--- config.mk ---
export PLATFORM = sky130hd
export DESIGN_NAME = bfu_modred_pipe_flat
export DESIGN_NICKNAME = d
export VERILOG_FILES = /design/src/rtl/pqc_modred_pkg.sv /design/src/rtl/bfu_modred_pipe_if.sv /design/src/rtl/bfu_modred_pipe_lane.sv /design/src/rtl/bfu_modred_pipe.sv /design/src/flat_wrapper.sv
export SDC_FILE = /design/constraint.sdc
export NUM_CORES = 2
export LEC_CHECK = 0
export ABC_AREA = 1
export CAP_MARGIN = 5
export CORE_MARGIN = 2
export CORE_UTILIZATION = 45
export DETAILED_ROUTE_END_ITERATION = 16
export PLACE_DENSITY = 0.73
export SETUP_SLACK_MARGIN = 0.1
export SLEW_MARGIN = 20
export SYNTH_ARGS = -nofsm -noshare
export SYNTH_HDL_FRONTEND = slang
export SYNTH_HIERARCHICAL = 1
export SYNTH_SLANG_ARGS = --single-unit
--- constraint.sdc ---
create_clock -name clk_i -period 7.9 [get_ports clk_i]
set_input_delay 0.79 -clock clk_i [delete_from_list [all_inputs] [get_ports clk_i]]
set_output_delay 0.79 -clock clk_i [all_outputs]
set_load 0.02 [all_outputs]
--- src/rtl/pqc_modred_pkg.sv ---
// Shared constants, mode tag and Montgomery helpers for the Kyber/Dilithium reduction pipe.
package pqc_modred_pkg;

  localparam int KYBER_Q        = 3329;
  localparam int KYBER_QINV     = 62209;
  localparam int DILITHIUM_Q    = 8380417;
  localparam int DILITHIUM_QINV = 58728449;

  typedef enum logic {
    MODE_DIL = 1'b0,
    MODE_KYB = 1'b1
  } mode_e;

  localparam logic signed [15:0] KQ16 = 16'(KYBER_Q);
  localparam logic signed [31:0] DQ32 = 32'(DILITHIUM_Q);

  // Montgomery quotient; Kyber packs two 16-bit quotients, Dilithium one 32-bit.
  function automatic logic [31:0] mont_t(input mode_e m, input logic [63:0] a);
    logic [31:0] t;
    if (m == MODE_KYB) begin
      t[15:0]  = a[15:0]  * 16'(KYBER_QINV);
      t[31:16] = a[47:32] * 16'(KYBER_QINV);
    end else begin
      t = a[31:0] * 32'(DILITHIUM_QINV);
    end
    return t;
  endfunction

  function automatic logic [31:0] mont_r(input mode_e m, input logic [63:0] a,
                                         input logic [31:0] t);
    logic signed [47:0] dk;
    logic signed [65:0] dd;
    logic [31:0]        r;
    r = '0;
    if (m == MODE_KYB) begin
      for (int h = 0; h < 2; h++) begin
        dk = $signed({{16{a[32*h+31]}}, a[32*h +: 32]})
           - $signed({{32{t[16*h+15]}}, t[16*h +: 16]}) * $signed(48'(KYBER_Q));
        r[16*h +: 16] = dk[31:16];
      end
    end else begin
      dd = $signed({{2{a[63]}}, a})
         - $signed({{34{t[31]}}, t}) * $signed(66'(DILITHIUM_Q));
      r = dd[63:32];
    end
    return r;
  endfunction

  // Centred (-q,q) to canonical [0,q).
  function automatic logic [31:0] canon(input mode_e m, input logic [31:0] r);
    logic [31:0]        c;
    logic signed [15:0] x;
    logic signed [31:0] w;
    c = r;
    if (m == MODE_KYB) begin
      for (int i = 0; i < 2; i++) begin
        x = r[16*i +: 16];
        if (x[15])          x = x + KQ16;
        else if (x >= KQ16) x = x - KQ16;
        c[16*i +: 16] = x;
      end
    end else begin
      w = r;
      if (w[31])          w = w + DQ32;
      else if (w >= DQ32) w = w - DQ32;
      c = w;
    end
    return c;
  endfunction

endpackage

--- src/rtl/bfu_modred_pipe_if.sv ---
// Beat handshake bundle for bfu_modred_pipe: source side, result side and flush.
interface bfu_modred_pipe_if #(
  parameter int LANES = 2
);
  logic                   flush_i;
  logic                   valid_i;
  logic                   ready_o;
  logic                   selKD_i;
  logic [LANES-1:0][63:0] src_i;
  logic                   valid_o;
  logic                   ready_i;
  logic [LANES-1:0][31:0] result_o;
  logic                   selKD_o;

  modport slave (
    input  flush_i, valid_i, selKD_i, src_i, ready_i,
    output ready_o, valid_o, result_o, selKD_o
  );

  modport master (
    output flush_i, valid_i, selKD_i, src_i, ready_i,
    input  ready_o, valid_o, result_o, selKD_o
  );
endinterface

--- src/rtl/bfu_modred_pipe_lane.sv ---
// modred_lane: one 64-bit slot of Montgomery reduction, Kyber or Dilithium per beat.
module modred_lane
  import pqc_modred_pkg::*;
#(
  parameter int PIPE_STAGES = 2
) (
  input  logic        clk_i,
  input  logic        en_i,
  input  mode_e       mode_i,
  input  logic [63:0] a_i,
  output logic [31:0] r_o
);

  if (PIPE_STAGES == 1) begin : g_one
    always_ff @(posedge clk_i)
      if (en_i) r_o <= mont_r(mode_i, a_i, mont_t(mode_i, a_i));
  end else begin : g_multi
    // Quotient is registered first; the wide subtract lands in the next stage.
    logic [63:0] a_q;
    logic [31:0] t_q;
    mode_e       m_q;
    logic [31:0] r_q [PIPE_STAGES-1];

    always_ff @(posedge clk_i) begin
      if (en_i) begin
        a_q    <= a_i;
        t_q    <= mont_t(mode_i, a_i);
        m_q    <= mode_i;
        r_q[0] <= mont_r(m_q, a_q, t_q);
        for (int s = 1; s < PIPE_STAGES - 1; s++) r_q[s] <= r_q[s-1];
      end
    end

    assign r_o = r_q[PIPE_STAGES-2];
  end

endmodule

--- src/rtl/bfu_modred_pipe.sv ---
// Lane-parallel Montgomery reduction pipe with whole-pipe stall and flush.
// Define MODRED_CANON_EN to add a final stage mapping results into [0,q).
module bfu_modred_pipe
  import pqc_modred_pkg::*;
#(
  parameter int LANES       = 2,
  parameter int PIPE_STAGES = 2
) (
  input logic              clk_i,
  input logic              rst_i,
  bfu_modred_pipe_if.slave bus
);

`ifdef MODRED_CANON_EN
  localparam int STAGES = PIPE_STAGES + 1;
`else
  localparam int STAGES = PIPE_STAGES;
`endif

  logic                   advance;
  logic                   accept;
  logic                   out_vld;
  logic [STAGES:1]        vld_pipe;
  logic [STAGES:1]        kd_pipe;
  logic [LANES-1:0][31:0] lane_r;
  logic [LANES-1:0][31:0] out_r;

  assign out_vld     = vld_pipe[STAGES];
  assign advance     = ~(out_vld & ~bus.flush_i) | bus.ready_i;
  assign bus.ready_o = advance & ~bus.flush_i;
  assign accept      = bus.valid_i & bus.ready_o;

  always_ff @(posedge clk_i) begin
    if (rst_i || bus.flush_i) begin
      vld_pipe <= '0;
    end else if (advance) begin
      vld_pipe[1] <= accept;
      for (int s = 2; s <= STAGES; s++) vld_pipe[s] <= vld_pipe[s-1];
    end
  end

  // Mode tag rides alongside the data and needs no reset.
  always_ff @(posedge clk_i) begin
    if (advance) begin
      kd_pipe[1] <= bus.selKD_i;
      for (int s = 2; s <= STAGES; s++) kd_pipe[s] <= kd_pipe[s-1];
    end
  end

  for (genvar l = 0; l < LANES; l++) begin : g_lane
    modred_lane #(.PIPE_STAGES(PIPE_STAGES)) u_lane (
      .clk_i  (clk_i),
      .en_i   (advance),
      .mode_i (mode_e'(bus.selKD_i)),
      .a_i    (bus.src_i[l]),
      .r_o    (lane_r[l])
    );
  end

`ifdef MODRED_CANON_EN
  logic [LANES-1:0][31:0] canon_q;
  always_ff @(posedge clk_i)
    if (advance)
      for (int l = 0; l < LANES; l++)
        canon_q[l] <= canon(mode_e'(kd_pipe[PIPE_STAGES]), lane_r[l]);
  assign out_r = canon_q;
`else
  assign out_r = lane_r;
`endif

  // Outputs read zero whenever the last stage is empty, so data regs stay reset-free.
  assign bus.valid_o  = out_vld & ~bus.flush_i;
  assign bus.result_o = out_vld ? out_r : '0;
  assign bus.selKD_o  = out_vld & kd_pipe[STAGES];

endmodule

--- src/flat_wrapper.sv ---
// flat-port wrapper written by rule: the top's interface ports become plain ports
module bfu_modred_pipe_flat import pqc_modred_pkg::*;
#(
  parameter int LANES       = 2,
  parameter int PIPE_STAGES = 2
)
  (clk_i, rst_i, bus_flush_i, bus_valid_i, bus_selKD_i, bus_src_i, bus_ready_i, bus_ready_o, bus_valid_o, bus_result_o, bus_selKD_o);
  bfu_modred_pipe_if #(.LANES(LANES)) bus_i ();
  input logic clk_i;
  input logic rst_i;
  input wire logic [$bits(bus_i.flush_i)-1:0] bus_flush_i;
  input wire logic [$bits(bus_i.valid_i)-1:0] bus_valid_i;
  input wire logic [$bits(bus_i.selKD_i)-1:0] bus_selKD_i;
  input wire logic [$bits(bus_i.src_i)-1:0] bus_src_i;
  input wire logic [$bits(bus_i.ready_i)-1:0] bus_ready_i;
  output wire logic [$bits(bus_i.ready_o)-1:0] bus_ready_o;
  output wire logic [$bits(bus_i.valid_o)-1:0] bus_valid_o;
  output wire logic [$bits(bus_i.result_o)-1:0] bus_result_o;
  output wire logic [$bits(bus_i.selKD_o)-1:0] bus_selKD_o;
  assign bus_i.flush_i = bus_flush_i;
  assign bus_i.valid_i = bus_valid_i;
  assign bus_i.selKD_i = bus_selKD_i;
  assign bus_i.src_i = bus_src_i;
  assign bus_i.ready_i = bus_ready_i;
  assign bus_ready_o = bus_i.ready_o;
  assign bus_valid_o = bus_i.valid_o;
  assign bus_result_o = bus_i.result_o;
  assign bus_selKD_o = bus_i.selKD_o;
  bfu_modred_pipe #(.LANES(LANES), .PIPE_STAGES(PIPE_STAGES)) u_core (.clk_i(clk_i), .rst_i(rst_i), .bus(bus_i));
endmodule
=== Word level (Yosys, flattened, before mapping) ===
Memory sizes are Yosys's and may differ from the RTL's.
Index checks and enable logic that the tools add are counted.

* Memories kept: 2
* Memory bits (read-only): 0
* Memory bits (writable): 64
* Bits in registers: 197
* Bits of input ports: 134
* Latch bits: 0

{| class="wikitable"
|+ Memory list
! memory !! words !! bits a word !! read ports !! clocked after memory_dff !! wr ports !! RTL line !! text
|-
| u_core.g_lane[0].u_lane.g_multi.r_q || 1 || 32 || 1 || 0 || 1 || bfu_modred_pipe_lane.sv:22 || <nowiki>logic [31:0] r_q [PIPE_STAGES-1];</nowiki>
|-
| u_core.g_lane[1].u_lane.g_multi.r_q || 1 || 32 || 1 || 0 || 1 || bfu_modred_pipe_lane.sv:22 ||
|}

* $mul: 12
* Mux-type cells: 9
* Equal/unequal tests: 0
* Reduce and logical (&&, ||, !) cells: 1
* Divide/modulo/power cells: 0
* Shift-type cells: 0
* $lt $le $gt $ge: 0
* Bitwise logic cells: 7
* Add/sub/neg operators: 6

{| class="wikitable"
|+ Operators with widths
! operator !! number
|-
| 2-to-1 mux 32 bit || 6
|-
| subtractor 32 x 29 -> 32 bit || 4
|-
| subtractor 64 x 56 -> 64 bit || 2
|-
| multiplier 16 x 13 -> 29 bit, second input constant || 4
|-
| multiplier 32 x 24 -> 56 bit, second input constant || 2
|-
| multiplier 16 x 13 -> 16 bit, second input constant || 4
|-
| multiplier 32 x 26 -> 32 bit, second input constant || 2
|-
| 2-to-1 mux 64 bit || 1
|-
| AND 1 bit || 4
|-
| 2-to-1 mux 1 bit || 2
|-
| NOT 1 bit || 2
|-
| logical OR 1 bit || 1
|-
| OR 1 bit || 1
|}

=== Depth between registers and ports, before layout ===
* Depth in word-level cells: 6
* Gate-level depth with buffers: 29
* Gate-level depth less buffers: 28

=== Modules after synthesis ===
The synthesis kept the hierarchy.

{| class="wikitable"
|+ By module, submodules not included
! module !! area an instance (µm²) !! cells each !! times used
|-
| modred_lane at u_core.g_lane[1].u_lane || 31696.6 || 3845 || 1
|-
| modred_lane at u_core.g_lane[0].u_lane || 31614.1 || 3813 || 1
|-
| bfu_modred_pipe || 689.4 || 152 || 1
|}

=== Least setup slack after synthesis ===
OpenSTA, ideal clock, no wires.

* Kind: register to register
* From: reg u_core.g_lane[0].u_lane.g_multi.t_q[31]
* To: mem u_core.g_lane[0].u_lane.g_multi.r_q[0][30], data pin
* Arrival: 6.972 ns
* Setup time: 0.253 ns
* Setup slack: 0.675 ns
* Required time: 7.647 ns
* Buffers on the path: 1
* Cell stages (with the launch flop): 26
* Cells stage by stage: edfxtp_1 > buf_2 > inv_1 > ha_1 > xor2_1 > inv_1 > fa_1 > fa_1 > fa_1 > inv_1 > fa_1 > fa_1 > fa_1 > inv_1 > ha_1 > nand2_1 > nor2_1 > inv_2 > nor2_1 > inv_1 > nor3_1 > nand3_1 > nand3_1 > nand2_1 > nand3_1 > nand2_1

* Longest elaborated chain between the ends: 4
* Elaborated cells between the ends (all ways): 6
* Those cells by class: 2 x add/sub; 2 x mul; 2 x mux

{| class="wikitable"
|+ Ends and longest elaborated chain
! what !! RTL line !! text
|-
| start: declaration || bfu_modred_pipe_lane.sv:20 || <nowiki>logic [31:0] t_q;</nowiki>
|-
| start signal: assignment || bfu_modred_pipe_lane.sv:27 || <nowiki>t_q <= mont_t(mode_i, a_i);</nowiki>
|-
| multiplier 32 x 24 -> 56 bit / multiplier 16 x 13 -> 29 bit (equally long branches) || pqc_modred_pkg.sv:43, pqc_modred_pkg.sv:38 ||
|-
| subtractor 64 x 56 -> 64 bit / subtractor 32 x 29 -> 32 bit (equally long branches) || pqc_modred_pkg.sv:43, pqc_modred_pkg.sv:38 ||
|-
| 2-to-1 mux 32 bit * || pqc_modred_pkg.sv:35 || <nowiki>if (m == MODE_KYB) begin</nowiki>
|-
| 2-to-1 mux 32 bit * || bfu_modred_pipe_lane.sv:25 || <nowiki>if (en_i) begin</nowiki>
|-
| end: declaration || bfu_modred_pipe_lane.sv:22 ||
|}

Mark *: on every way between the ends. The rest lies on a longest branch, timed or not. The select of a mux whose other input is x is not followed.

=== Worst setup path after layout ===
* From: reg u_core.g_lane[0].u_lane.g_multi.t_q[30]
* To: mem u_core.g_lane[0].u_lane.g_multi.r_q[0][28], data pin

Same word-level chain as after synthesis.

==> reports/results.tsv <==
stage	metric	value	unit
synth	synth_flop_cell	edfxtp_1	
clocking	postCtsSetupBuffers	0	
detailed_routing	wirelength	198000	µm
clocking	htreeDepth	2	
detailed_routing	drc	0	
clocking	clkTransAtPathRegs	0.06	ns
synth	yosys.area_share.simple	0.144	
critical_path	critPathMaxStageDelay	0.84	ns
synth	ys_types	53	
detailed_routing	drtAntennaViolNets	0	
global_routing	grt-ovfl-total	0	
detailed_routing	avgRoutedWirePerCell	19.8	µm
critical_path	crit_required	8.24	ns
job	cap_violations	0	
sta	timing.hold.ws	0.435	ns
cells_and_area	syn_to_final_growth	9.06	%
clocking	cts_tree	yes	
die	start_util	0.453	
detailed_routing	drt_iter0_drc	3234	
critical_path	critPathCaptureType	register	
global_routing	track_usage	0.274	
clocking	clockRootBuffer	clkbuf_16	
global_routing	grt_first_pass_wirelength	307000	µm
synth	synthAdderAreaFrac	0.517	
cells_and_area	final_common_cell	inv_1	
synth	yosysSeqAreaShare	0.115	
cells_and_area	num-nets-final	10352	
global_routing	grt_pass1_vias	53930	
global_routing	grt_max_degree	146	
cells_and_area	drive_above_1_share	0.0262	
die	die_area	145000	µm²
synth	synth_edf_count	244	
synth	synth_xor_area_frac	0.0246	
sta	fmaxAchievable	134	MHz
placement	hpwl	174000	µm
clocking	post_cts_resized	0	
critical_path	cp.arrival	7.80	ns
critical_path	crit_fanout	10	
placement	place_congestion	1.03	
synth	syn_area	64000	µm²
synth	synth_compound_area_frac	0.0650	
synth	synth.net_count	10108	
synth	syn_inst	7810	
synth	yosysWarningCount	6	
sta	fin_crit	7.46	ns
clocking	ctsHoldBuffers	0	
sta	setup_slack	0.445	ns
critical_path	cpMostUsedCell	fa_1	
sta	fin_tns_setup	0	ns
synth	ys_seq_elements	246	
critical_path	start_kind	register	
die	rows	138	
global_routing	antenna_found_initial	10	
sta	tightestPinTransition	1.12	ns
cells_and_area	finish.utilization	0.494	
clocking	clk_latency	0.65	ns
detailed_routing	vias	51243	
critical_path	path_cells	inv_1 > ha_1 > xor2_1 > inv_1 > fa_1 > fa_1 > fa_1 > inv_1 > fa_1 > fa_1 > fa_1 > inv_1 > ha_1 > inv_1 > o21ai_0 > a21boi_0 > o21ai_0 > a21oi_1 > nand4_1 > nand3_1 > nand2_1	
die	core	141000	µm²
sta	fin_crit_sh	0.944	
synth	synth_top_family_by_area	adder cells	
synth	syn_area_per_cell	8.19	µm²
die	num_io_pins	201	
synth	synth.area.mux_share	0	
placement	dp_slack	0.552	ns
die	die_x	381	µm
placement	port_buffers	200	
critical_path	cp_slowest_cell	edfxtp_1	
clocking	clk_path_buf_depth	3	
sta	hold_violations	0	
sta	slew_viol_final	0	
clocking	cts_buffers	38	
synth	synthArstFlopShare	0	
sta	setup_viol	0	
sta	rsz0062_at_grt	false	
clocking	cts_sinks	246	
detailed_routing	drt_pass1_iterations	6	
die	die_h	381	µm
run_status	status	finished clean	
sta	fin_skew	0.0569	ns
detailed_routing	viasPerCell	5.13	
cells_and_area	layout_common_cells	inv_1, ha_1, nand2_1	
hold_path	min_path_type	reg -> reg	
critical_path	critical_path_class	reg -> reg	
sta	slew_headroom	0.256	
-- sequential cells by signal, indices dropped and copies added, names as in the netlist --
register,flops
u_core/g_lane.u_lane/g_multi.a_q,128
u_core/kd_pipe,2
u_core/g_lane.u_lane/g_multi.r_q,64
u_core/g_lane.u_lane/g_multi.t_q,48
u_core/vld_pipe,2
u_core/g_lane.u_lane/g_multi.m_q,2
-- synth_stat cells (3+ instances only) --
| cell | number | share of area |
|---|---|---|
| nor2_1 | 470 | 0.028 |
| o21ai_1 | 45 | 0.0035 |
| and3_1 | 6 | 0.00059 |
| edfxtp_1 | 244 | 0.11 |
| clkinv_1 | 9 | 0.00053 |
| nor2_2 | 28 | 0.0027 |
| buf_4 | 6 | 0.00070 |
| o21bai_1 | 52 | 0.0061 |
| or2_1 | 3 | 0.00029 |
| buf_2 | 7 | 0.00055 |
| xor2_1 | 98 | 0.013 |
| o21a_1 | 12 | 0.0014 |
| inv_2 | 41 | 0.0024 |
| nor3_2 | 5 | 0.00078 |
| o21ai_0 | 215 | 0.017 |
| nand2_1 | 1183 | 0.069 |
| nor4_1 | 12 | 0.0012 |
| nand2_2 | 9 | 0.00088 |
| nor3_1 | 35 | 0.0027 |
| inv_1 | 2199 | 0.13 |
| or2_2 | 15 | 0.0015 |
| a21boi_1 | 3 | 0.00035 |
| a21oi_2 | 3 | 0.00041 |
| o22ai_1 | 5 | 0.00049 |
| a21o_1 | 41 | 0.0048 |
| nor2_4 | 3 | 0.00053 |
| o211ai_1 | 6 | 0.00070 |
| ha_1 | 1362 | 0.27 |
| clkbuf_1 | 21 | 0.0012 |
| nand4_1 | 75 | 0.0073 |
| a21oi_1 | 324 | 0.025 |
| fa_1 | 802 | 0.25 |
| nand3_1 | 308 | 0.024 |
| a21boi_0 | 15 | 0.0018 |
| xnor2_1 | 82 | 0.011 |
| nand3b_1 | 19 | 0.0022 |
| a31oi_1 | 24 | 0.0023 |
| and2_1 | 3 | 0.00029 |
| o31ai_1 | 3 | 0.00035 |
-- logic make-up after synthesis --
kind of cell	Yosys count
xor+xnor	180
flops	246
fa+ha+maj	2164
buf+inv	2284
simple gates	2184
compound gates	752
-- layer usage --
layer	track usage	vias up	routed length [µm]
met2	0.480	1419	95800
met3	0.0300	360	9630
met4	0.124	4	10400
li1	-	24703	-
met5	0	-	27
met1	0.339	24757	81700
-- stage by stage --
step | area, µm² | std cells
after detailed placement | 68500 | 9904
after global placement | 68500 | 9904
after global routing | 69800 | 9979
after CTS | 69800 | 9974
final | 69800 | 9981
after floorplan | 64000 | 7810
-- layout make-up --
class	instances	area (µm²)
fillers	13599	71600
multi-input cells	5280	48000
repair buffers	239	2300
well taps	1890	2360
flip-flops and latches	246	7370
diodes	7	17.5
clock buffers	43	980
inverters	2249	8440
clock inverters	27	282
-- worst max-delay path, delay by kind of cell, from the launching register on --
family,cells,cell delay [ns]
compound gates,4,0.94
buf+inv,5,0.80
fa+ha+maj,8,3.88
flops,1,0.84
simple gates,3,0.35
xor+xnor,1,0.36
-- final timing paths --
path,startpoint,end,slack [ns],cells past startpoint
setup / recovery,u_core/g_lane[0].u_lane/g_multi.t_q[30]$_DFFE_PP_,u_core/g_lane[0].u_lane/g_multi.r_q[0][28]$_DFFE_PP_,0.44,21
hold / removal,u_core/kd_pipe[1]$_DFFE_PP_,u_core/kd_pipe[2]$_DFFE_PP_,0.43,0
setup reg to reg,u_core/g_lane[0].u_lane/g_multi.t_q[30]$_DFFE_PP_,u_core/g_lane[0].u_lane/g_multi.r_q[0][28]$_DFFE_PP_,0.44,21
hold reg to reg,u_core/kd_pipe[1]$_DFFE_PP_,u_core/kd_pipe[2]$_DFFE_PP_,0.43,0
Power is not shown: default switching activity piles up to over one toggle a cycle in this logic, so the estimate is an artifact.
